File: src/rtl/controlador_coprocessador_pkg.sv
// Shared definitions for the matrix coprocessor command front end: instruction
// field layout, command/op codes, element geometry and controller state encoding.
package coproc_pkg;

    localparam int N_ELEM = 25;
    localparam int ELEM_W = 9;
    localparam int DATA_W = 8;
    localparam int IDX_W  = 5;
    localparam int MAT_W  = N_ELEM * ELEM_W;

    localparam int CMD_LSB  = 0;
    localparam int SEL_BIT  = 3;
    localparam int OP_LSB   = 4;
    localparam int IDX_LSB  = 8;
    localparam int DATA_LSB = 16;

    typedef enum logic [2:0] {
        CMD_NOP   = 3'b000,
        CMD_LOAD  = 3'b001,
        CMD_EXEC  = 3'b010,
        CMD_READ  = 3'b011,
        CMD_CLEAR = 3'b100
    } cmd_e;

    localparam logic [2:0] OP_ADD    = 3'b000;
    localparam logic [2:0] OP_SUB    = 3'b001;
    localparam logic [2:0] OP_MUL    = 3'b010;
    localparam logic [2:0] OP_TRANSP = 3'b011;
    localparam logic [2:0] OP_OPP    = 3'b100;
    localparam logic [2:0] OP_DET    = 3'b101;
    localparam logic [2:0] OP_SCALAR = 3'b110;

    typedef enum logic [1:0] {
        ST_IDLE  = 2'd0,
        ST_ISSUE = 2'd1,
        ST_WAIT  = 2'd2,
        ST_RESP  = 2'd3
    } state_e;

    function automatic logic idx_in_range(input logic [IDX_W-1:0] idx);
        return idx < IDX_W'(N_ELEM);
    endfunction

endpackage

File: src/rtl/controlador_coprocessador_if.sv
// Host-side instruction/response bundle between the bus bridge (master) and
// the coprocessor controller (slave).
interface controlador_coprocessador_if;
    import coproc_pkg::*;

    logic [31:0]       instr;
    logic              instr_valid;
    logic              instr_ready;
    logic [ELEM_W-1:0] rsp_data;
    logic              rsp_valid;
    logic              busy;
    logic              error;

    modport master (
        output instr, instr_valid,
        input  instr_ready, rsp_data, rsp_valid, busy, error
    );

    modport slave (
        input  instr, instr_valid,
        output instr_ready, rsp_data, rsp_valid, busy, error
    );

endinterface

File: src/rtl/controlador_coprocessador_elem_access.sv
// Combinational access to one 9-bit slot of a packed 25-element vector:
// returns the slot (0 if idx out of range) and a copy of the vector with it replaced.
module elem_access
    import coproc_pkg::*;
(
    input  logic [MAT_W-1:0]  vec,
    input  logic [IDX_W-1:0]  idx,
    input  logic [ELEM_W-1:0] wdata,
    output logic [ELEM_W-1:0] rdata,
    output logic [MAT_W-1:0]  wvec
);

    logic [ELEM_W-1:0] slot_rd [N_ELEM];

    for (genvar gi = 0; gi < N_ELEM; gi++) begin : g_slot
        logic hit;
        assign hit = (idx == IDX_W'(gi));
        assign wvec[gi*ELEM_W +: ELEM_W] = hit ? wdata : vec[gi*ELEM_W +: ELEM_W];
        assign slot_rd[gi] = hit ? vec[gi*ELEM_W +: ELEM_W] : '0;
    end

    // At most one slot is selected, so an OR-reduction acts as the read mux.
    always_comb begin
        rdata = '0;
        for (int i = 0; i < N_ELEM; i++) begin
            rdata = rdata | slot_rd[i];
        end
    end

endmodule

File: src/rtl/controlador_coprocessador.sv
// Command front end of the matrix arithmetic unit: operand packing, EXEC handshake
// with done timeout, result readback. Define CTRL_OP_COUNTER_EN to add the ops_done counter.
module controlador_coprocessador
    import coproc_pkg::*;
#(
    parameter int TIMEOUT_CYCLES = 16
)(
    input  logic                 clk,
    input  logic                 rst_n,
    controlador_coprocessador_if.slave host,
    output logic                 alu_start,
    output logic [2:0]           alu_op,
    output logic [MAT_W-1:0]     alu_mat_a,
    output logic [MAT_W-1:0]     alu_mat_b,
    input  logic [MAT_W-1:0]     alu_result,
    input  logic                 alu_done
`ifdef CTRL_OP_COUNTER_EN
    ,
    output logic [15:0]          ops_done
`endif
);

    localparam int CNT_W = (TIMEOUT_CYCLES > 2) ? $clog2(TIMEOUT_CYCLES) : 1;

    state_e            state_q, state_d;
    logic [MAT_W-1:0]  mat_a_q, mat_a_d, mat_b_q, mat_b_d, result_q, result_d;
    logic [2:0]        op_q, op_d;
    logic [IDX_W-1:0]  idx_q, idx_d;
    logic [CNT_W-1:0]  cnt_q, cnt_d;
    logic              error_q, error_d;
`ifdef CTRL_OP_COUNTER_EN
    logic [15:0]       ops_q, ops_d;
`endif

    cmd_e              cmd;
    logic              sel;
    logic [IDX_W-1:0]  instr_idx;
    logic              accept;
    logic [MAT_W-1:0]  ea_vec, ea_wvec;
    logic [IDX_W-1:0]  ea_idx;
    logic [ELEM_W-1:0] ea_rdata;

    assign cmd       = cmd_e'(host.instr[CMD_LSB +: 3]);
    assign sel       = host.instr[SEL_BIT];
    assign instr_idx = host.instr[IDX_LSB +: IDX_W];
    assign accept    = host.instr_valid && (state_q == ST_IDLE);

    // One accessor serves both paths: LOAD writes happen only in IDLE, READ only in RESP.
    assign ea_vec = (state_q == ST_RESP) ? result_q : (sel ? mat_b_q : mat_a_q);
    assign ea_idx = (state_q == ST_RESP) ? idx_q : instr_idx;

    elem_access u_elem_access (
        .vec   (ea_vec),
        .idx   (ea_idx),
        .wdata ({1'b0, host.instr[DATA_LSB +: DATA_W]}),
        .rdata (ea_rdata),
        .wvec  (ea_wvec)
    );

    always_comb begin
        state_d  = state_q;
        mat_a_d  = mat_a_q;
        mat_b_d  = mat_b_q;
        result_d = result_q;
        op_d     = op_q;
        idx_d    = idx_q;
        cnt_d    = cnt_q;
        error_d  = error_q;
`ifdef CTRL_OP_COUNTER_EN
        ops_d    = ops_q;
`endif
        case (state_q)
            ST_IDLE: begin
                if (accept) begin
                    case (cmd)
                        CMD_LOAD: begin
                            if (sel) mat_b_d = ea_wvec;
                            else     mat_a_d = ea_wvec;
                            if (!idx_in_range(instr_idx)) error_d = 1'b1;
                        end
                        CMD_EXEC: begin
                            op_d    = host.instr[OP_LSB +: 3];
                            state_d = ST_ISSUE;
                        end
                        CMD_READ: begin
                            idx_d   = instr_idx;
                            state_d = ST_RESP;
                            if (!idx_in_range(instr_idx)) error_d = 1'b1;
                        end
                        CMD_CLEAR: begin
                            mat_a_d  = '0;
                            mat_b_d  = '0;
                            result_d = '0;
                            error_d  = 1'b0;
`ifdef CTRL_OP_COUNTER_EN
                            ops_d    = '0;
`endif
                        end
                        default: ;
                    endcase
                end
            end
            ST_ISSUE: begin
                cnt_d   = '0;
                state_d = ST_WAIT;
            end
            ST_WAIT: begin
                if (alu_done) begin
                    result_d = alu_result;
                    state_d  = ST_IDLE;
`ifdef CTRL_OP_COUNTER_EN
                    ops_d    = ops_q + 16'd1;
`endif
                end else if (cnt_q == CNT_W'(TIMEOUT_CYCLES - 1)) begin
                    error_d = 1'b1;
                    state_d = ST_IDLE;
                end else begin
                    cnt_d = cnt_q + CNT_W'(1);
                end
            end
            ST_RESP: state_d = ST_IDLE;
            default: state_d = ST_IDLE;
        endcase
    end

    always_ff @(posedge clk or negedge rst_n) begin
        if (!rst_n) begin
            state_q  <= ST_IDLE;
            mat_a_q  <= '0;
            mat_b_q  <= '0;
            result_q <= '0;
            op_q     <= '0;
            idx_q    <= '0;
            cnt_q    <= '0;
            error_q  <= 1'b0;
`ifdef CTRL_OP_COUNTER_EN
            ops_q    <= '0;
`endif
        end else begin
            state_q  <= state_d;
            mat_a_q  <= mat_a_d;
            mat_b_q  <= mat_b_d;
            result_q <= result_d;
            op_q     <= op_d;
            idx_q    <= idx_d;
            cnt_q    <= cnt_d;
            error_q  <= error_d;
`ifdef CTRL_OP_COUNTER_EN
            ops_q    <= ops_d;
`endif
        end
    end

    // Outputs decode straight from the state flop so reset clears them asynchronously.
    assign host.instr_ready = (state_q == ST_IDLE);
    assign host.busy        = (state_q != ST_IDLE);
    assign host.rsp_valid   = (state_q == ST_RESP);
    assign host.rsp_data    = (state_q == ST_RESP) ? ea_rdata : '0;
    assign host.error       = error_q;
    assign alu_start        = (state_q == ST_ISSUE);
    assign alu_op           = op_q;
    assign alu_mat_a        = mat_a_q;
    assign alu_mat_b        = mat_b_q;
`ifdef CTRL_OP_COUNTER_EN
    assign ops_done         = ops_q;
`endif

endmodule

File: src/flat_wrapper.sv
// flat-port wrapper written by rule: the top's interface ports become plain ports
module controlador_coprocessador_flat import coproc_pkg::*;
#(
    parameter int TIMEOUT_CYCLES = 16
)
  (clk, rst_n, alu_start, alu_op, alu_mat_a, alu_mat_b, alu_result, alu_done, host_instr, host_instr_valid, host_instr_ready, host_rsp_data, host_rsp_valid, host_busy, host_error);
  controlador_coprocessador_if host_i ();
  input  logic clk;
  input  logic rst_n;
  output logic alu_start;
  output logic [2:0] alu_op;
  output logic [MAT_W-1:0] alu_mat_a;
  output logic [MAT_W-1:0] alu_mat_b;
  input  logic [MAT_W-1:0] alu_result;
  input  logic alu_done;
  input wire logic [$bits(host_i.instr)-1:0] host_instr;
  input wire logic [$bits(host_i.instr_valid)-1:0] host_instr_valid;
  output wire logic [$bits(host_i.instr_ready)-1:0] host_instr_ready;
  output wire logic [$bits(host_i.rsp_data)-1:0] host_rsp_data;
  output wire logic [$bits(host_i.rsp_valid)-1:0] host_rsp_valid;
  output wire logic [$bits(host_i.busy)-1:0] host_busy;
  output wire logic [$bits(host_i.error)-1:0] host_error;
  assign host_i.instr = host_instr;
  assign host_i.instr_valid = host_instr_valid;
  assign host_instr_ready = host_i.instr_ready;
  assign host_rsp_data = host_i.rsp_data;
  assign host_rsp_valid = host_i.rsp_valid;
  assign host_busy = host_i.busy;
  assign host_error = host_i.error;
  controlador_coprocessador #(.TIMEOUT_CYCLES(TIMEOUT_CYCLES)) u_core (.clk(clk), .rst_n(rst_n), .host(host_i), .alu_start(alu_start), .alu_op(alu_op), .alu_mat_a(alu_mat_a), .alu_mat_b(alu_mat_b), .alu_result(alu_result), .alu_done(alu_done));
endmodule
File: config.mk
export PLATFORM = sky130hd
export DESIGN_NAME = controlador_coprocessador_flat
export DESIGN_NICKNAME = d
export VERILOG_FILES = /design/src/rtl/controlador_coprocessador_pkg.sv /design/src/rtl/controlador_coprocessador_if.sv /design/src/rtl/controlador_coprocessador_elem_access.sv /design/src/rtl/controlador_coprocessador.sv /design/src/flat_wrapper.sv
export SDC_FILE = /design/constraint.sdc
export NUM_CORES = 2
export LEC_CHECK = 0
export CAP_MARGIN = 0
export CORE_AREA = 2 2 285 287
export CTS_BUF_LIST = sky130_fd_sc_hd__clkbuf_4
export DETAILED_ROUTE_END_ITERATION = 16
export DIE_AREA = 0 0 287 289
export PLACE_DENSITY = 0.77
export SETUP_SLACK_MARGIN = 0.2
export SYNTH_ARGS = -nofsm -noshare
export SYNTH_HDL_FRONTEND = slang
export SYNTH_HIERARCHICAL = 1
export SYNTH_SLANG_ARGS = --single-unit
File: constraint.sdc
create_clock -name clk -period 9.2 [get_ports clk]
set_input_delay 0.92 -clock clk [delete_from_list [all_inputs] [get_ports clk]]
set_output_delay 0.92 -clock clk [all_outputs]
set_load 0.01 [all_outputs]
==> run summary <==
Routed Antenna Nets - 0
Initial DRT Pass Iterations - 7
Fin crit share - 0.748
WP data required - 8.28 ns
LEAKAGE - 21.5 nW
Post-layout util - 0.582
Compound-Gate Fraction of Synth Area - 0.111
Top cells by count, synth - dfrtp_1 (690), mux2_2 (583), nand2_1 (478)
Synth warnings - 6
Setup TNS Final - 0 ns
Clock Pin Slew Worst Setup and Hold Paths - 0.06 ns
Synth area leader - dfrtp_1
R2r worst-path depth - 8
Power Total - 11.9 mW
Crit-path most repeated cell - o21ai_0
Area of the mapped netlist - 36300 sq um
Number of flops mapped to enable cells by yosys - 0
Final instance area - 46500 sq um
Reg-to-reg endpoint - u_core/alu_mat_a[187]
Count of cell types in the netlist - 72
Fraction of layout cells with a size suffix above 1 - 0.238
Final setup viols - 0
Outcome - finished, final reports clean
Sequential share of power - 0.383
Final wirelength - 149000 um
RSZ-0062 raised after global routing - false
CTS Buf Count - 187
Synth area leaders - dfrtp_1 (48%), mux2_2 (18%), mux2i_1 (6.7%)
R2r setup slk - 4.75 ns
Critical path's top delay family - buffers and inverters
Worst hold stages - 2
Hold Fails Final Rpt - 0
Maxcap violations - 0
Initial antenna violation count - 10
Simple-gate portion of the synthesized area - 0.113
#FFs+latches synth - 690
Cell with the most instances after synthesis - dfrtp_1
Startpoint types - register
Max Clock Freq - 145 MHz
Core area - 79900 sq um
Die Height - 289 um
Vias per inst - 5.95
Max clock buf depth - 3
Die area - 82900 sq um
DRT iter0 DRCs - 2848
GRT Util Overall - 0.348
Hold Crit Endpoint - u_core/result_q[165]
Asr flop ratio synth - 1.00
Syn avg cell area - 11.1 sq um
Worst-Margin Slew - 1.47 ns
Synth-to-layout area growth - 28.2%
Critical path class - register to primary output
Logic pwr share - 0.379
Grt met3 use - 0.0841
PwrDens - 255 nW/um^2
CP cell instances - ha_4 -> buf_12 -> buf_4 -> o21ai_0 -> mux4_2 -> nand2_1 -> o21ai_0 -> or4_1 -> and2_1 -> clkdlybuf4s50_1
GPL Wtd Cong - 0.923
Worst Path Buf+Inv - 3
Initial core utilization - 0.454
# port buffers - 715
Net Sw Frac - 0.372
Xor-xnor portion of the synthesized cell area - 0
Largest net degree at the start of global routing - 184
Final cell count without fillers - 5158
Met1 usage - 0.443
Net Switching - 4.41 mW
WP data arrival - 5.96 ns
Worst-skew pair later-pin latency - 1.12 ns
CP Capture Type - primary output
Htree depth - 4
Post-cts sizing count - 0
CTS tree - yes
Dpl hpwl - 101000 um
Skew final - 0.0760 ns
Root Buffer - clkbuf_4
Area after DPL - 44000 sq um
# hold bufs at CTS - 1
Post-synthesis mux area share - 0.264
R2R Path Start - u_core/state_q[0]
HP Start - alu_result[165]
Slew HR - 0.0176
Post-synthesis adder-cell area fraction - 0.00172
Largest family of logic cells by synthesized area - multiplexers
Setup Fix Bufs, Post-CTS - 0
Cells after Synth - 3255
Post-layout min period - 6.88 ns
First-pass GRT wire length - 211000 um
Nets - 4208
DRC errors left - 0
Peak VDD IR - 0.000208 V
Worst path max stage delay - 0.81 ns
Die Span X - 287 um
CTS sink count - 690
Vias in the first global route - 30300
Via count - 30700
WL/cell - 28.9 um
Slowest CP cell - buf_4
Seq/Total Area, Yosys - 0.476
Max-slew violation count - 0
Max FO, Critical Path - 183
Synth top area share - 0.476
Row Count - 104
Most used routing layer - met2
Cell count after placement - 4812
Gr ovfl total - 0
Int Power - 7.46 mW
Clock power share - 0.238
Hold Path Class - input port to register
I/O pin cnt - 728
Met2 Use GR - 0.552
Top_reg_cell synth - dfrtp_1
[registers in the layout, indices dropped and copies added, names as in the netlist]
register	flops
u_core/host.error	1
u_core/alu_mat_b	225
u_core/idx_q	5
u_core/state_q	2
u_core/alu_mat_a	225
u_core/result_q	225
u_core/cnt_q	4
u_core/alu_op	3
[cell usage in the layout, fill, tap and decap left out, drive strengths merged, types with 5 or more instances in the layout]
master         Yosys  routed
a21oi              6       6
a221oi            10      10
a22o             236     236
a22oi             31      31
a32oi              9       9
and2             237     237
and3              11      11
buf              115      52
clkbuf           151     287
clkdlybuf4s50      0     705
clkinv             0      38
conb               1       7
dfrtp            690     690
diode              0       8
ha                 5       5
inv                9      17
mux2             633     633
mux2i            244     244
nand2            481     481
nand3             15      15
nand3b             6       6
nand4             10      10
nor2              28      28
nor2b              9       9
nor3               7       7
o21ai            238     238
o22ai              5       5
or3b               6       6
[metrics by stage]
| step | setup WS, ns | hold WS [ns] |
|---|---|---|
| after floorplan | 4.89 | 0.473 |
| after global placement | 3.11 | 0.482 |
| after detailed placement | 3.09 | 0.491 |
| after CTS | 2.32 | 0.323 |
| after global routing | 2.18 | 0.358 |
| final | 2.32 | 0.402 |
[power by group through the flow]
stage               Combinational (mW)  Sequential [mW]  Clock [mW]
floorplan                         2.07             4.63           0
global placement                  4.39             4.54           0
detailed placement                4.44             4.57           0
CTS                               4.47             4.53        2.86
global route                      4.72             4.64        3.03
finish                            4.50             4.55        2.82
[logic make-up (layout without fill, tap and decap cells)]
logic type | Yosys count | in the layout
AOI/OAI and AO/OA | 568 | 568
adders and majority gates | 5 | 5
DFF | 690 | 690
other | 1 | 15
buffers and inverters | 275 | 1104
muxes | 878 | 878
and+or+nand+nor | 838 | 838
[cell type report]
type | count | area (sq um)
tap | 1060 | 1330
fill | 6794 | 33400
timing repair buffer | 758 | 7560
sequential | 690 | 17300
inverter | 9 | 33.8
clock buffer | 287 | 2150
antenna | 8 | 20.0
clock inverter | 50 | 270
multi-input combinational | 2296 | 17800
[worst max path at each step]
stage,from,to,depth (start not counted)
final,u_core/state_q[0],host_rsp_data[7],10
after global routing,u_core/state_q[0],host_rsp_data[7],10
after CTS,u_core/state_q[0],host_rsp_data[7],10
after detailed placement,host_instr[8],host_rsp_data[1],10
after global placement,host_instr[8],host_rsp_data[1],10
after floorplan,host_instr[3],host_rsp_data[7],10
[per-layer routing]
metal / share of wire / wire length, um
met5: 0.00062 / 93
met4: 0.055 / 8240
met3: 0.086 / 12800
met2: 0.46 / 68800
met1: 0.40 / 59000
(Power assumes the default switching activity.)
